`config.mk`:
```
export PLATFORM = sky130hd
export DESIGN_NAME = tx_iod_train_gen
export DESIGN_NICKNAME = d
export VERILOG_FILES = /design/src/rtl/tx_iod_train_gen.sv
export SDC_FILE = /design/constraint.sdc
export NUM_CORES = 1
export LEC_CHECK = 0
export BUFFER_PORTS_ARGS = -buffer_cell sky130_fd_sc_hd__buf_2
export CAP_MARGIN = 15
export CORE_MARGIN = 2
export CORE_UTILIZATION = 57
export DETAILED_ROUTE_END_ITERATION = 8
export PLACE_DENSITY = 0.86
export REMOVE_ABC_BUFFERS = 1
export SYNTH_ARGS = -nofsm -noshare
export SYNTH_HDL_FRONTEND = slang
export SYNTH_SLANG_ARGS = --single-unit
```
`constraint.sdc`:
```
create_clock -name FAB_CLK -period 4.45 [get_ports FAB_CLK]
set_input_delay 0.445 -clock FAB_CLK [delete_from_list [all_inputs] [get_ports FAB_CLK]]
set_output_delay 0.445 -clock FAB_CLK [all_outputs]
set_load 0.02 [all_outputs]
```
`src/rtl/tx_iod_train_gen.sv`:
```
// tx_iod_train_gen
// Transmit-side lane word generator for an 8:1 TX IOD lane. Sends a fixed
// training pattern until the far-end receiver reports bit alignment, then
// carries user words through a valid/ready handshake or a PRBS7 test stream.
// TX_DATA bit 0 is the first bit on the wire.

module tx_iod_train_gen #(
  parameter logic [7:0]  TRAIN_PATTERN    = 8'hF0,
  parameter logic [7:0]  IDLE_WORD        = 8'hA5,
  parameter int unsigned TRAIN_CYCLES_MIN = 256,
  parameter logic [6:0]  PRBS_SEED        = 7'h7F
) (
  input  logic       FAB_CLK,
  input  logic       TX_SYNC_RST,
  input  logic       TRAIN_REQ,
  input  logic       ALIGN_DONE,
  input  logic       PRBS_EN,
  input  logic [7:0] USER_DATA,
  input  logic       USER_VALID,
  output logic       USER_READY,
  output logic [7:0] TX_DATA,
  output logic [3:0] OE_DATA,
  output logic [1:0] STATE,
  output logic       TRAINED
);

  typedef enum logic [1:0] {
    ST_IDLE  = 2'd0,
    ST_TRAIN = 2'd1,
    ST_DATA  = 2'd2,
    ST_PRBS  = 2'd3
  } state_t;

  // Counter is wide enough to hold TRAIN_CYCLES_MIN itself, where it saturates.
  localparam int CNT_W = $clog2(TRAIN_CYCLES_MIN + 1);
  localparam logic [CNT_W-1:0] CNT_MAX = CNT_W'(TRAIN_CYCLES_MIN);
  localparam logic [CNT_W-1:0] CNT_ONE = CNT_W'(1);

  state_t           state_q;
  logic [CNT_W-1:0] train_cnt;
  logic [6:0]       lfsr;

  logic [7:0] word_from_lfsr;
  logic [6:0] lfsr_after;
  logic [7:0] word_from_seed;
  logic [6:0] seed_after;

  // Runs the x^7+x^6+1 generator for eight steps. The first step's output
  // lands in bit 0 so it is serialized first. Returns {next_state, word}.
  function automatic logic [14:0] prbs_step8(input logic [6:0] start);
    logic [6:0] s;
    logic [7:0] w;
    s = start;
    w = 8'h00;
    for (int i = 0; i < 8; i++) begin
      w[i] = s[6];
      s    = {s[5:0], s[6] ^ s[5]};
    end
    return {s, w};
  endfunction

  assign {lfsr_after, word_from_lfsr} = prbs_step8(lfsr);
  assign {seed_after, word_from_seed} = prbs_step8(PRBS_SEED);

  assign STATE = state_q;

  // Words are only taken while carrying user data and no retrain is pending.
  assign USER_READY = (state_q == ST_DATA) && !TRAIN_REQ;

  // Lane FSM: state, outgoing word, output enable, trained flag, training
  // counter and PRBS generator all advance together on one edge.
  always_ff @(posedge FAB_CLK) begin
    if (TX_SYNC_RST) begin
      state_q   <= ST_IDLE;
      TX_DATA   <= 8'h00;
      OE_DATA   <= 4'b0000;
      TRAINED   <= 1'b0;
      train_cnt <= '0;
      lfsr      <= PRBS_SEED;
    end else begin
      case (state_q)
        ST_IDLE: begin
          if (TRAIN_REQ) begin
            state_q   <= ST_TRAIN;
            TX_DATA   <= TRAIN_PATTERN;
            OE_DATA   <= 4'b1111;
            TRAINED   <= 1'b0;
            train_cnt <= CNT_ONE;
          end else begin
            TX_DATA <= 8'h00;
            OE_DATA <= 4'b0000;
            TRAINED <= 1'b0;
          end
        end

        ST_TRAIN: begin
          OE_DATA <= 4'b1111;
          if ((train_cnt == CNT_MAX) && ALIGN_DONE && !TRAIN_REQ) begin
            TRAINED <= 1'b1;
            if (PRBS_EN) begin
              // First PRBS word comes straight from the seed so the far end
              // sees a known stream immediately after the last pattern word.
              state_q <= ST_PRBS;
              TX_DATA <= word_from_seed;
              lfsr    <= seed_after;
            end else begin
              // No word could have been accepted in TRAIN, so DATA opens
              // with the fill word.
              state_q <= ST_DATA;
              TX_DATA <= IDLE_WORD;
            end
          end else begin
            TX_DATA <= TRAIN_PATTERN;
            TRAINED <= 1'b0;
            if (train_cnt != CNT_MAX) begin
              train_cnt <= train_cnt + CNT_ONE;
            end
          end
        end

        ST_DATA: begin
          OE_DATA <= 4'b1111;
          if (TRAIN_REQ) begin
            state_q   <= ST_TRAIN;
            TX_DATA   <= TRAIN_PATTERN;
            TRAINED   <= 1'b0;
            train_cnt <= CNT_ONE;
          end else begin
            TRAINED <= 1'b1;
            TX_DATA <= USER_VALID ? USER_DATA : IDLE_WORD;
            if (PRBS_EN) begin
              // The word accepted on this edge still has to go out, so the
              // generator is only reseeded here and starts producing on the
              // following edge.
              state_q <= ST_PRBS;
              lfsr    <= PRBS_SEED;
            end
          end
        end

        ST_PRBS: begin
          OE_DATA <= 4'b1111;
          if (TRAIN_REQ) begin
            state_q   <= ST_TRAIN;
            TX_DATA   <= TRAIN_PATTERN;
            TRAINED   <= 1'b0;
            train_cnt <= CNT_ONE;
          end else if (!PRBS_EN) begin
            state_q <= ST_DATA;
            TX_DATA <= IDLE_WORD;
            TRAINED <= 1'b1;
          end else begin
            TX_DATA <= word_from_lfsr;
            lfsr    <= lfsr_after;
            TRAINED <= 1'b1;
          end
        end

        default: begin
          state_q <= ST_IDLE;
          TX_DATA <= 8'h00;
          OE_DATA <= 4'b0000;
          TRAINED <= 1'b0;
        end
      endcase
    end
  end

endmodule

```
After elaboration in Yosys (flattened, before gate mapping)
Index checks and enable logic that the tools add are counted.
{"block": "classes", "n_reduce_logical": 12, "bitwise_logic": 8, "n_eq_ne": 17, "muxes": 32, "add_sub_neg": 1}
{"operator": "two-way mux 8 bit", "count": 7}
{"operator": "two-way mux 7 bit", "count": 6}
{"operator": "case mux 8 bit (4 select lines)", "count": 1}
{"operator": "two-way mux 9 bit", "count": 3}
{"operator": "case mux 7 bit (3 select lines)", "count": 1}
{"operator": "!= test 2 bit (second input constant)", "count": 9}
{"operator": "case mux 9 bit (2 select lines)", "count": 1}
{"operator": "two-way mux 2 bit", "count": 6}
{"operator": "adder 9 x 1 -> 9 bit (second input constant)", "count": 1}
{"operator": "equality test 9 bit (second input constant)", "count": 1}
{"operator": "!= test 9 bit (second input constant)", "count": 1}
{"operator": "case mux 2 bit (4 select lines)", "count": 1}
{"operator": "case mux 4 bit (2 select lines)", "count": 1}
{"operator": "XOR 1 bit", "count": 8}
{"operator": "AND reduction 7 bit", "count": 1}
{"operator": "!= test 3 bit (second input constant)", "count": 2}
{"operator": "OR reduction 3 bit", "count": 2}
{"operator": "equality test 2 bit (second input constant)", "count": 2}
{"operator": "two-way mux 4 bit", "count": 1}
{"operator": "AND reduction 4 bit", "count": 1}
{"operator": "logical AND 1 bit", "count": 3}
{"operator": "two-way mux 1 bit", "count": 3}
{"operator": "case mux 1 bit (3 select lines)", "count": 1}
{"operator": "AND reduction 3 bit", "count": 1}
{"operator": "6 further kinds", "count": 6}
{"block": "word_totals", "output_inout_bits": 16, "wordCells": 76, "register_bits": 31, "in_bits": 14}

Depth between registers and ports, before layout
Gate-level depths: netlist of the first run.
{"block": "logic_depth", "ltp_word": 5, "depth_mapped": 6, "ltp_nobuf": 6}

Worst setup path after synthesis of the first run
OpenSTA, ideal clock, no wires.
{"block": "synth_path", "path_type": "flip-flop to flip-flop", "start": "reg train_cnt[0]", "end": "reg lfsr[0]", "t_required_ns": 4.330, "arrival_ns": 1.672, "period_less_slack_ns": 1.792, "setup_slack_ns": 2.658, "path_buffers": 0, "stages_incl_launch_ff": 7, "setup_time_ns": 0.120, "cell_sequence": "dfxtp_1 -> inv_1 -> ha_1 -> or4b_4 -> nor4_4 -> a21oi_2 -> a211o_1"}
{"block": "synth_via", "elab_chain_cells": 5}
{"item": "start, declared", "line_no": "40", "text": "logic [CNT_W-1:0] train_cnt;"}
{"item": "start signal, assigned", "line_no": "116", "text": "train_cnt <= train_cnt + CNT_ONE;"}
{"item": "equality test 9 bit", "line_no": "98", "text": "if ((train_cnt == CNT_MAX) && ALIGN_DONE && !TRAIN_REQ) begin"}
{"item": "logical AND 1 bit (2 in a row)", "line_no": "98"}
{"item": "!= test 2 bit (no line)"}
{"item": "AND reduction 7 bit (no line)"}
{"item": "end signal, assigned", "line_no": "105", "text": "lfsr <= seed_after;"}
{"item": "end signal, assigned", "line_no": "154", "text": "lfsr <= lfsr_after;"}
{"item": "end, declared", "line_no": "41", "text": "logic [6:0] lfsr;"}
No other way between the ends.
A chain may end at the register's enable or synchronous reset.

Worst setup path in the final report of the first run
{"block": "layout_path", "start": "reg state_q[0] (netlist: STATE[0])", "end": "reg train_cnt[3]"}
{"block": "layout_via", "elab_chain_cells": 4, "word_cells_on_any_way": 10, "classes_between": "eq/ne (6); mux (1); reduce/logical (3)"}
{"item": "start, declared", "line_no": "39", "text": "state_t state_q;"}
{"item": "start signal, assigned", "line_no": "74", "text": "state_q <= ST_IDLE;"}
{"item": "start signal, assigned", "line_no": "84", "text": "state_q <= ST_TRAIN;"}
{"item": "start signal, assigned", "line_no": "103", "text": "state_q <= ST_PRBS;"}
{"item": "equality test 2 bit or zero test 2 bit (tied branches)", "line_no": "81", "text": "case (state_q)"}
{"item": "OR reduction 3 bit (no line)"}
{"item": "!= test 2 x 1 -> 1 bit (no line)"}
{"item": "AND reduction 3 bit (no line)"}
Several ways; a longest one is shown, not always the timed one.

==> run metrics, run 1 <==
crit-path max cell delay=770 ps; WL per Instance=13.9 µm; routed vias/inst=5.97; mean post-synth cell area=8.71 µm²; Crit path max-delay family=simple AND/OR/NAND/NOR gates; Hold Vio Cnt, Final=0; H-tree Lvls=1; global-route wire length before repair=4700 µm; commonest non-fill, non-tap cell in the layout=buf_2; ys async rst share=0; setup tns final=0 ps; Slowest-stage cell, CP=dfxtp_1; cts hold-fix bufs=0; Rel. slew slack=0.563; share of layout cells above drive strength 1=0.235; Num CTS Buffers=3; biggest area consumer among synthesized cells=dfxtp_1; final worst path period share=0.533; crit start category=register; Setup Skew=2.57 ps; Worst Setup End Kind=register; status=completed; maximum clock path buffer count=2; number of global-route vias before repair=1095; CP required=4710 ps; core area=2280 µm²; VDD IR max=0.238 mV; Distinct cells, synth=40; Initial Util=0.616; Cells after Synth=161; measured slew at the worst slew-check pin=655 ps; CP arrival=2640 ps; drt total wl=2940 µm; Die Width=53.6 µm; Setup Buffers After CTS=0; max-cap violations=0; die area=2870 µm²; CTS clk-pin slew, worst paths=140 ps; DR iter-0 viols=43; Detailed Routing Iterations Pass 1=4; CTS tree=yes; GRT Resource Usage Total=0.224; fillers=177; Ant. Diodes=0; largest net degree at the start of global routing=23; Yosys reg bits=28; Yosys warnings=0; antenna violations before repair=0; Period minus WS final=2370 ps; Area contributors post-synth=dfxtp_1 40%, a21oi_1 8.2%, a211o_1 3.7%, xnor2_1 3.7%, o21ai_0 3.6%; pwr dens=306 nW/µm²; worst hold path class=in2reg; via count=1260; std cell rows=17; Leak=0.626 nW; Die Y=53.6 µm; Ports=30; Synth top area share=0.400; Area Overhead vs Synth=12.7%; routability cong.=0.878; worst path cell trace=nor2b_1, o21ai_0, or3b_2, a21oi_1; IO buf count=29; synthesized area=1400 µm²; RSZ-0062 raised after global routing=false; Remaining Overflow, GRT=0; EDFF count, synth=0; DRC Markers=0; Pwr Total=483 µW; dpl hpwl=2180 µm; max-slew violations=0; CP Max Fanout=22; Setup-failing EPs final=0; ys flop type=dfxtp_1; Buf/Inv on CP=0; Skew-Pair Late Insertion Delay=320 ps; Seq/Total Area, Yosys=0.400; Setup CP Type=reg2reg; post-CTS sizing=0; CTS Root Cell=clkbuf_4; FMAX=421 MHz; Routed Antenna Nets=0; most frequent cells in the layout=29 x buf_2, 28 x dfxtp_1, 23 x a21oi_1, 13 x nor2_1, 12 x nand2_1; Final #Nets=200; TritonCTS Sinks=28
tightest hold or removal path, stage by stage:
cell and delay (ps):
buf_2 70, nand2_1 40, nand2_1 60, a31o_2 150
metal layers:
metal / up-vias / GRT usage / share of wire
met5: - / 0 / 0
met4: 0 / 0.103 / 0.017
met3: 6 / 0.0444 / 0.065
met2: 55 / 0.389 / 0.48
met1: 577 / 0.264 / 0.44
li1: 622 / - / -
power by group:
group | switching (mW) | internal (mW)
combinational | 0.0354 | 0.0213
sequential | 0.00594 | 0.257
clock | 0.0728 | 0.0911
total | 0.114 | 0.369
layout make-up:
cell class                 instances  area, µm²  area share
multi-input combinational        117        768       0.486
sequential                        28        561       0.355
timing repair buffer              29        145      0.0918
tap                               28       35.0      0.0222
clock inverter                     1       30.0      0.0190
clock buffer                       3       22.5      0.0143
inverter                           5       18.8      0.0119
synth_stat cells, types with 2 or more instances:
master	n
dfxtp_1	28
xor2_1	5
a211o_1	6
buf_2	2
buf_4	3
or3b_2	2
inv_1	5
a31o_2	2
o2111ai_1	3
o221ai_1	2
nand2b_1	2
nand2_1	12
nor2_1	13
ha_1	2
a32o_1	2
o21ai_0	10
nor3_1	3
buf_1	2
nor2b_1	3
a21oi_1	23
xnor2_1	6
or4b_4	2
clkbuf_1	4
or3_1	3
path summary, 6_finish.rpt:
kind              cells past startpoint            to  slack (ps)    startpoint
setup reg to reg                      4  train_cnt[3]        2080      STATE[0]
hold reg to reg                       2  train_cnt[0]         510  train_cnt[0]
setup / recovery                      4  train_cnt[3]        2080      STATE[0]
hold / removal                        4    TX_DATA[6]         460  USER_DATA[6]
cell families after synthesis:
logic type,share of synthesized area
AO/OA/AOI/OAI,0.253
AND/OR/NAND/NOR,0.201
flip-flops,0.400
buffers and inverters,0.0526
XOR/XNOR,0.0687
adder cells (fa/ha/maj),0.0178
multiplexers,0.00714
through the flow:
| stage | cell area, µm² | hold slack, ps | std cells | worst slack (ps) | util |
|---|---|---|---|---|---|
| 2_1_floorplan | 1350 | 454 | 150 | 2420 | - |
| 3_3_place_gp | 1530 | 478 | 207 | 2350 | 0.671 |
| 5_1_grt | 1580 | 449 | 211 | 1890 | 0.694 |
| 6_report | 1580 | 456 | 211 | 2080 | 0.694 |
| 3_5_place_dp | 1530 | 486 | 207 | 2160 | 0.671 |
| 4_1_cts | 1580 | 450 | 211 | 2120 | 0.694 |
state kept, by name, indices dropped and copies added, names as in the netlist:
name       flops
train_cnt      9
TX_DATA        8
lfsr           7
STATE          2
OE_DATA        1
TRAINED        1
No activity file was read; power rests on OpenSTA's default activity.
==> inputs of run 2 (changes only) <==
--- a/config.mk
+++ b/config.mk
@@ -5,12 +5,13 @@
 export SDC_FILE = /design/constraint.sdc
 export NUM_CORES = 1
 export LEC_CHECK = 0
+export ABC_AREA = 1
 export BUFFER_PORTS_ARGS = -buffer_cell sky130_fd_sc_hd__buf_2
 export CAP_MARGIN = 15
 export CORE_MARGIN = 2
-export CORE_UTILIZATION = 57
+export CORE_UTILIZATION = 54
 export DETAILED_ROUTE_END_ITERATION = 8
-export PLACE_DENSITY = 0.86
+export PLACE_DENSITY = 0.81
 export REMOVE_ABC_BUFFERS = 1
 export SYNTH_ARGS = -nofsm -noshare
 export SYNTH_HDL_FRONTEND = slang
==> constraint.sdc (replaced) <==
create_clock -name FAB_CLK -period 2.2 [get_ports FAB_CLK]
set_input_delay 0.22 -clock FAB_CLK [delete_from_list [all_inputs] [get_ports FAB_CLK]]
set_output_delay 0.22 -clock FAB_CLK [all_outputs]
set_load 0.02 [all_outputs]
==> run metrics, run 2 <==
status=completed; Yosys reg bits=28; maximum clock path buffer count=2; Die Y=58.2 µm; Commonest cells post-synth=49 x nand2_1, 28 x a21oi_1, 28 x dfxtp_1, 28 x nand3_1, 24 x nor2_1; synthesized area=1590 µm²; mux cell area share after synthesis=0; pwr dens=592 nW/µm²; Detailed Routing Iterations Pass 1=4; mean post-synth cell area=6.76 µm²; Largest register FFs=9; commonest non-fill, non-tap cell in the layout=nand2_1; Initial Util=0.571; biggest area consumer among synthesized cells=dfxtp_1; Die Width=58.2 µm; Hold Vio Cnt, Final=0; CP arrival=1400 ps; dpl hpwl=2680 µm; CTS Root Cell=clkbuf_4; drt total wl=3570 µm; GRT Resource Usage Total=0.223; most frequent cells in the layout=49 x nand2_1, 29 x buf_2, 28 x dfxtp_1, 28 x nand3_1, 28 x a21oi_1; EDFF count, synth=0; global-route wire length before repair=5910 µm; Num CTS Buffers=3; Routed Antenna Nets=0; cell with the most instances after synthesis=nand2_1; CP required=1980 ps; ys flop type=dfxtp_1; top flop regs=train_cnt: 9 flops, TX_DATA: 8 flops, lfsr: 7 flops; crit start category=register; routability cong.=0.921; largest net degree at the start of global routing=18; Remaining Overflow, GRT=0; worst hold path class=in2reg; max-cap violations=0; ys async rst share=0; Setup Buffers After CTS=0; Rel. slew slack=0.747; WL per Instance=12.3 µm; std cell rows=19; CP Max Fanout=8; Area Overhead vs Synth=11.0%; Yosys warnings=0; core area=2780 µm²; antenna violations before repair=0; Setup CP Type=reg2out; Final #Nets=277; Hold Slack=184 ps; post-synthesis simple-gate area fraction=0.320; Ant. Diodes=0; setup tns final=0 ps; Largest Register=train_cnt; CTS tree=yes; IO buf count=29; via count=1552; largest family of logic cells by synthesized area=simple AND/OR/NAND/NOR gates; Period minus WS final=1620 ps; post-route worst setup slack=580 ps; TritonCTS Sinks=28; Synth top area share=0.353; Area contributors post-synth=dfxtp_1 35%, nand2_1 12%, a21oi_1 8.8%, nand3_1 8.8%, nor2_1 5.7%; xor/xnor share of the synthesized area=0.0220; Post-Synth Adder-Cell Area=0.0157; VDD IR max=0.599 mV; Skew-Pair Late Insertion Delay=340 ps; number of global-route vias before repair=1376; FMAX=617 MHz; measured slew at the worst slew-check pin=378 ps; RSZ-0062 raised after global routing=false; routed vias/inst=5.33; DR iter-0 viols=109; Seq/Total Area, Yosys=0.353; Distinct cells, synth=30; Place WS=693 ps; H-tree Lvls=1; die area=3390 µm²; Setup-failing EPs final=0; Setup Skew=14.0 ps; Ports=30; Worst Setup End Kind=output port; max-slew violations=0; CTS clk-pin slew, worst paths=150 ps; DRC Markers=0; final cell count without fillers=291; post-CTS sizing=0; Leak=0.849 nW; Pwr Total=1.04 mW; cts hold-fix bufs=0; Synth Area in Compound Gates=0.177; placed cell count=287; final worst path period share=0.736; share of layout cells above drive strength 1=0.192; Cells after Synth=235
==> run 2: cell count changes in the layout (fill, tap and decap cells not counted), moves of 4 or more <==
cell     previous run  this run
a211o_1             6         0
a21oi_1            23        28
a31oi_1             0         4
inv_1               5        23
inv_2               0         6
nand2_1            12        49
nand3_1             1        28
nor2_1             13        24
xor2_1              5         0
==> run 2: where the power goes <==
group	internal, mW	switching (mW)	leakage, nW
Combinational	0.0553	0.107	0.592
Sequential	0.527	0.0160	0.229
Clock	0.185	0.153	0.0279
Total	0.767	0.276	0.849
==> run 2: critical path, stage by stage (launching register included) <==
cell and delay (ps):
dfxtp_1 570, nand2_4 160, nor2_1 150, buf_2 190
==> run 2: worst paths after layout <==
path             endpoint  cells after the start  slack, ps         start
max            USER_READY                      3        580      STATE[1]
min            TX_DATA[1]                      3        180  USER_DATA[1]
max reg2reg       lfsr[6]                      6        660      STATE[1]
min reg2reg  train_cnt[5]                      2        510  train_cnt[5]
==> run 2: layer usage <==
layer | wire, µm | vias up | global-route usage
li1 | - | 815 | -
met1 | 1760 | 680 | 0.311
met2 | 1530 | 51 | 0.351
met3 | 245 | 6 | 0.0513
met4 | 40 | 0 | 0.0498
met5 | 0 | - | 0
==> run 2: final cells by class <==
type	count	area, µm²
clock buffer	3	22.5
clock inverter	1	30.0
fill	261	1020
inverter	29	109
multi-input combinational	169	851
sequential	28	561
tap	31	38.8
timing repair buffer	30	153
==> run 2: through the flow <==
stage / util / cell area, µm²
after global placement: 0.615 / 1710
final: 0.634 / 1760
after detailed placement: 0.615 / 1710
after CTS: 0.634 / 1760
after floorplan: - / 1520
after global routing: 0.634 / 1760
==> run 2: logic make-up (layout without fill, tap and decap cells) <==
| logic type | after synthesis | after routing |
|---|---|---|
| DFF | 28 | 28 |
| xor gates and xnor gates | 4 | 4 |
| adders and majority gates | 2 | 2 |
| buffers and inverters | 38 | 63 |
| AOI/OAI and AO/OA | 50 | 50 |
| and+or+nand+nor | 113 | 113 |
